**config.mk**
```make
export PLATFORM = sky130hd
export DESIGN_NAME = add_bias_ctrl
export DESIGN_NICKNAME = d
export VERILOG_FILES = /design/src/rtl/add_bias_ctrl.sv
export SDC_FILE = /design/constraint.sdc
export NUM_CORES = 1
export LEC_CHECK = 0
export ABC_AREA = 1
export CORE_ASPECT_RATIO = 2
export CORE_UTILIZATION = 61
export DETAILED_ROUTE_END_ITERATION = 8
export PLACE_DENSITY_LB_ADDON = 0.2
export SLEW_MARGIN = 20
export SYNTH_ARGS = -nofsm -noshare
export SYNTH_HDL_FRONTEND = slang
export SYNTH_SLANG_ARGS = --single-unit
```
**constraint.sdc**
```tcl
create_clock -name clk -period 3.8 [get_ports clk]
set_input_delay 1.14 -clock clk [delete_from_list [all_inputs] [get_ports clk]]
set_output_delay 1.14 -clock clk [all_outputs]
set_load 0.01 [all_outputs]
```
**src/rtl/add_bias_ctrl.sv**
```systemverilog
// Layer sequencer for the add-bias/ReLU pipeline: paces conv beats in, presents
// the per-filter bias, and turns in-order pipeline results into write addresses.
module add_bias_ctrl #(
  parameter int DATA_WIDTH  = 32,
  parameter int NUM_FILTERS = 16,
  parameter int FMAP_PIXELS = 900,
  parameter int FW          = $clog2(NUM_FILTERS),
  parameter int AW          = $clog2(NUM_FILTERS*FMAP_PIXELS)
) (
  input  logic                  clk,
  input  logic                  rst,
  input  logic                  cfg_we,
  input  logic [FW-1:0]         cfg_addr,
  input  logic [DATA_WIDTH-1:0] cfg_bias,
  input  logic                  start,
  input  logic                  conv_valid,
  output logic                  conv_ready,
  output logic                  adder_valid,
  output logic [DATA_WIDTH-1:0] bias_out,
  input  logic                  adder_valid_out,
  output logic                  wr_en,
  output logic [AW-1:0]         wr_addr,
  output logic [FW-1:0]         wr_filter,
  output logic                  busy,
  output logic                  done,
  output logic                  err,
  output logic [1:0]            dbg_state
);

  // Handshake: a conv beat transfers on a cycle where conv_valid && conv_ready;
  // conv_valid does not depend on conv_ready, and adder_valid marks that beat.

  localparam int PW = (FMAP_PIXELS > 1) ? $clog2(FMAP_PIXELS) : 1;
  localparam logic [PW-1:0] L_PIX_LAST  = PW'(FMAP_PIXELS - 1);
  localparam logic [FW-1:0] L_FILT_LAST = FW'(NUM_FILTERS - 1);
  localparam logic [AW:0]   L_TOTAL     = (AW+1)'(NUM_FILTERS * FMAP_PIXELS);
  localparam logic [AW:0]   L_TOTAL_M1  = (AW+1)'(NUM_FILTERS * FMAP_PIXELS - 1);

  typedef enum logic [1:0] {S_IDLE, S_RUN, S_DRAIN, S_DONE} state_t;

  state_t                r_state;
  state_t                w_next;
  logic [PW-1:0]         r_pix_cnt;
  logic [FW-1:0]         r_filt_cnt;
  logic [PW-1:0]         r_wr_pix;
  logic [FW-1:0]         r_wr_filt;
  logic [AW:0]           r_wr_cnt;
  logic [2:0]            r_inflight;
  logic                  r_err;
  logic [DATA_WIDTH-1:0] r_bias_mem [NUM_FILTERS];

  logic w_active;
  logic w_accept;
  logic w_wr_en;
  logic w_err_ev;
  logic w_start;

  assign w_active = (r_state == S_RUN) || (r_state == S_DRAIN);
  assign w_accept = conv_valid && (r_state == S_RUN);
  assign w_start  = start && (r_state == S_IDLE);
  // A result with nothing in flight, or outside a layer, is a protocol error and is dropped.
  assign w_wr_en  = adder_valid_out && w_active && (r_inflight != 3'd0);
  assign w_err_ev = adder_valid_out && (!w_active || (r_inflight == 3'd0));

  always_ff @(posedge clk) begin
    if (rst) r_state <= S_IDLE;
    else     r_state <= w_next;
  end

  always_comb begin
    w_next     = r_state;
    conv_ready = 1'b0;
    busy       = 1'b1;
    done       = 1'b0;
    case (r_state)
      S_IDLE: begin
        busy = 1'b0;
        if (start) w_next = S_RUN;
      end
      S_RUN: begin
        conv_ready = 1'b1;
        if (w_accept && (r_pix_cnt == L_PIX_LAST) && (r_filt_cnt == L_FILT_LAST))
          w_next = S_DRAIN;
      end
      S_DRAIN: begin
        // Leave on the cycle the final write is issued so done lands one cycle later.
        if ((r_wr_cnt == L_TOTAL) || (w_wr_en && (r_wr_cnt == L_TOTAL_M1)))
          w_next = S_DONE;
      end
      S_DONE: begin
        done   = 1'b1;
        w_next = S_IDLE;
      end
      default: w_next = S_IDLE;
    endcase
  end

  always_ff @(posedge clk) begin
    if (rst || w_start) begin
      r_pix_cnt  <= '0;
      r_filt_cnt <= '0;
      r_wr_pix   <= '0;
      r_wr_filt  <= '0;
      r_wr_cnt   <= '0;
      r_inflight <= '0;
      r_err      <= 1'b0;
    end else begin
      if (w_accept) begin
        if (r_pix_cnt == L_PIX_LAST) begin
          r_pix_cnt  <= '0;
          r_filt_cnt <= (r_filt_cnt == L_FILT_LAST) ? '0 : r_filt_cnt + 1'b1;
        end else begin
          r_pix_cnt <= r_pix_cnt + 1'b1;
        end
      end
      if (w_wr_en) begin
        r_wr_cnt <= r_wr_cnt + 1'b1;
        if (r_wr_pix == L_PIX_LAST) begin
          r_wr_pix  <= '0;
          r_wr_filt <= r_wr_filt + 1'b1;
        end else begin
          r_wr_pix <= r_wr_pix + 1'b1;
        end
      end
      case ({w_accept, w_wr_en})
        2'b10:   r_inflight <= r_inflight + 3'd1;
        2'b01:   r_inflight <= r_inflight - 3'd1;
        default: r_inflight <= r_inflight;
      endcase
      if (w_err_ev) r_err <= 1'b1;
    end
  end

  always_ff @(posedge clk) begin
    if (rst) begin
      for (int i = 0; i < NUM_FILTERS; i++) r_bias_mem[i] <= '0;
    end else if (cfg_we && (r_state == S_IDLE)) begin
      r_bias_mem[cfg_addr] <= cfg_bias;
    end
  end

  assign adder_valid = w_accept;
  assign bias_out    = r_bias_mem[r_filt_cnt];
  assign wr_en       = w_wr_en;
  assign wr_addr     = r_wr_cnt[AW-1:0];
  assign wr_filter   = r_wr_filt;
  assign err         = r_err;
  assign dbg_state   = r_state;

endmodule
```
Word level (Yosys, flattened, before mapping)
Memory sizes are Yosys's and may differ from the RTL's. A register that Yosys moved wholly into a read port is not among the register bits.
Cells that the tools add are included.
- $add $sub $neg: 7
- equality and inequality tests: 13
- mux-type cells: 21
- reductions and logical operators: 22
- operators with widths (operator ; number):
    $mux W32 ; 1
    $reduce_or A32 Y1 ; 1
    $eq A15 B14 Y1 const B ; 2
    $add A10 B1 Y10 const B ; 2
    $eq A10 B10 Y1 const B ; 2
    $mux W10 ; 2
    $mux W4 ; 4
    $add A15 B1 Y15 const B ; 1
    $logic_and A1 B1 Y1 ; 9
    $mux W1 ; 9
    $add A4 B1 Y4 const B ; 2
    $pmux W2 S4 ; 1
    $eq A2 B2 Y1 const B ; 3
    $mux W2 ; 3
    $pmux W3 S2 ; 1
    $eq A2 B1 Y1 const B ; 2
    $eq A4 B4 Y1 const B ; 1
    $logic_or A1 B1 Y1 ; 4
    $ne A2 B1 Y1 const B ; 2
    $reduce_and A2 Y1 ; 2
    $add A3 B1 Y3 const B ; 1
    $logic_not A3 Y1 ; 1
    $reduce_and A3 Y1 ; 1
    $reduce_bool A3 Y1 ; 1
    other kinds (5) ; 5
- flip-flop bits (word level): 49
- RAM bits: 512
- logic and storage cells: 72
- memories kept: 1
- memory list (name ; words ; width ; read ports ; clocked after memory_dff ; write ports ; line ; RTL):
    r_bias_mem ; 16 ; 32 ; 1 ; 1 ; 16 ; 50 ; logic [DATA_WIDTH-1:0] r_bias_mem [NUM_FILTERS];

Depth between registers and ports, before layout
Gate-level depths: netlist of run 1.
- depth after elaboration: 8
- gate-level depth with buffers: 14

Worst setup path after synthesis of run 1
Ideal clock, no wire load.
- path type: input -> register
- start point: input rst
- end point: memory r_bias_mem[0][0] (enable)
- setup time: 0.389 ns
- arrival time: 2.599 ns
- required time: 3.411 ns
- setup slack: 0.811 ns
- stages on the path: 6
- path buffers: 1
- path through: clkinv_1 nand3_1 inv_1 nand3_1 buf_2 nand2_1
- RTL lines (item ; line ; RTL):
    start, declared ; 11 ; input logic rst,
    end, declared ; 50 ;

==> results.json, run 1 <==
{
  "row_count": 105,
  "routedWlPerCell_um": 24.7,
  "drive_above_1_share_pct": 8.43,
  "required_ns": 2.66,
  "final_area_mm2": 0.0290,
  "cts_sinks": 565,
  "power.total_mw": 13.1,
  "fp.dieH_um": 290,
  "yosysUniqueCellTypes": 30,
  "grt_pass1_wl_um": 114000,
  "slew_headroom_pct": 55.4,
  "rsz0062_at_grt": "yes",
  "grt_pass1_vias": 19700,
  "min_path_type": "flip-flop to flip-flop",
  "start_util_pct": 61.6,
  "grtUsageTotal_pct": 36.6,
  "report.final.hold_viol_count": 0,
  "maxCapViolations": 0,
  "power.density_mw_per_mm2": 452,
  "area_delta_synth_final_pct": 14.7,
  "synth_common_cells": "nor2_1, edfxtp_1, o21ai_0",
  "p_leak_nw": 11.2,
  "fmax_ghz": 0.264,
  "antenna_found_initial": 0,
  "dpl.hpwl_um": 44800,
  "port_buffers": 99,
  "synth-seq-area-share_pct": 65.0,
  "die-area_mm2": 0.0423,
  "synth_cells": 2550,
  "critical_path.startpoint_type": "flip-flop",
  "synthArstFlopShare_pct": 0,
  "avgSynthCellArea_um2": 9.91,
  "clk_latency_ns": 0.59,
  "drtIter0Drc": 2250,
  "synth.most_common_cell": "nor2_1",
  "gp_congestion": 0.829,
  "endpoint_kind": "primary output",
  "drtPass1Iterations": 7,
  "synth_area_leaders": "edfxtp_1, nor2_1, o21ai_0",
  "setup_viol": 0,
  "postLayoutCoreUtil_pct": 70.7,
  "root_buffer": "clkbuf_16",
  "postPlaceCellArea_mm2": 0.0270,
  "antenna_cells": 0,
  "crit_type": "flip-flop to primary output",
  "min_period_over_period_pct": 99.8,
  "vias_per_cell": 6.33,
  "hold_buffers": 0,
  "ys_ff_latch": 565,
  "worstMarginPinSlew_ns": 0.670,
  "skew_ns": 0.0285,
  "io_pins": 100,
  "final.min_clock_period_ns": 3.79,
  "core_region_area_mm2": 0.0410,
  "synth_top_area_share_pct": 60.8,
  "critPathArrivalTime_ns": 2.65,
  "routed_wl_um": 78200,
  "ir_worst_vdd_uv": 427,
  "slew_violations": 0,
  "cts_buffers": 47,
  "via_count": 20000,
  "synth_enable_flop_cells": 512,
  "cts_tree": "built",
  "synth_top_cell_by_area": "edfxtp_1",
  "ys.warnings.count": 0,
  "clk_path_buf_depth": 3,
  "die_w_um": 146,
  "final_net_count": 2650,
  "final_antenna_net_count": 0,
  "grt_max_degree": 95,
  "drc": 0,
  "r2r_setup_slack_ns": 1.16,
  "cts.clk_slew.worst_paths_ns": 0.07,
  "status": "finished, final reports clean",
  "syn-num-nets": 2605,
  "worstPathMaxFanout": 35,
  "synth_area_mm2": 0.0253,
  "n_fill_cell": 2963,
  "whs_ns": 0.482,
  "htree_levels": 2,
  "synthFlopType": "edfxtp_1",
  "gr-total-overflow": 0
}
==> registers in the layout, summed over array words and instances (netlist names), named ones only <==
signal / flops
dbg_state: 2
r_inflight: 3
wr_filter: 4
r_pix_cnt: 10
r_wr_pix: 10
err: 1
r_filt_cnt: 4
r_wr_cnt: 15
r_bias_mem: 512
==> path summary, 6_finish.rpt <==
kind | start | endpoint | cells after the start
hold / removal | r_inflight[0] | r_inflight[0] | 2
hold reg to reg | r_inflight[0] | r_inflight[0] | 2
setup / recovery | flip-flop | bias_out[9] | 7
setup reg to reg | dbg_state[1] | r_inflight[2] | 14
==> where the power goes <==
part	switching (mW)	internal, mW
combinational	0.696	0.291
clock	2.22	2.79
sequential	0.0869	7.02
==> routing by layer <==
metal  vias to the layer above  global-route usage [%]  share of wire, %
met1                      9603                    39.0                31
met5                         -                       0                 0
met4                         0                    27.8               8.4
li1                       8729                       -                 -
met2                      1366                    64.9                51
met3                       348                    5.39               9.4
==> final cells by class <==
cell class | count | area [um2] | share of cell area (%)
Sequential cell | 565 | 16400 | 56.7
Timing Repair Buffer | 200 | 2240 | 7.74
Multi-Input combinational cell | 1679 | 7640 | 26.4
Clock buffer | 63 | 1280 | 4.41
Inverter | 101 | 407 | 1.40
Tap cell | 535 | 669 | 2.31
Timing Repair inverter | 1 | 8.76 | 0.0302
Clock inverter | 25 | 293 | 1.01
==> through the flow <==
stage / setup TNS (ns) / setup slack (ns) / cells
2_1_floorplan: 0 / 0.811 / 2550
3_3_place_gp: 0 / 0.181 / 3064
3_5_place_dp: 0 / 0.239 / 3064
4_1_cts: -0.0606 / -0.0369 / 3163
5_1_grt: -0.0390 / -0.0320 / 3169
6_report: 0 / 0.00804 / 3169
==> cells by family after synthesis <==
family | Yosys count | share of synthesized area [%]
compound gates | 467 | 10.6
xor+xnor | 11 | 0.381
buf+inv | 306 | 5.19
flops | 565 | 65.0
fa+ha+maj | 13 | 0.673
simple gates | 1188 | 18.2
==> worst max-delay path, cell delays in order (launching register included) <==
cell	delay, ns
dfxtp_4	0.41
buf_4	0.26
buf_16	0.24
o21ai_0	0.12
o211ai_1	0.34
o211ai_1	0.19
nand2_1	0.15
dlygate4sd2_1	0.35
==> timing repair <==
item / in CTS / in global routing
setup endpoints to repair: 31 / 18
resized for setup: 38 / 22
hold endpoints to repair: 0 / 0
setup buffers: 6 / 3
gates cloned: 5 / 3
pin swaps: 2 / 2
==> layout by cell type (no fill, tap or decap), types with 27 or more instances in the layout <==
master,n
edfxtp_1,512
dfxtp_1,49
buf_4,71
a21oi_1,27
o21ai_0,229
nand3_1,58
clkbuf_16,51
nand2_2,31
nor2_1,977
o211ai_1,128
clkdlybuf4s50_1,68
inv_1,97
nand2_1,92
o21ai_1,79
No activity file was read; power rests on OpenSTA's default activity.
==> inputs of run 2 (changes only) <==
--- a/config.mk
+++ b/config.mk
@@ -6,6 +6,7 @@
 export NUM_CORES = 1
 export LEC_CHECK = 0
 export ABC_AREA = 1
+export ABC_CLOCK_PERIOD_IN_PS = 3800
 export CORE_ASPECT_RATIO = 2
 export CORE_UTILIZATION = 61
 export DETAILED_ROUTE_END_ITERATION = 8
==> results of run 2 <==
Final layout, timing and power as in run 1 (identical DEF).
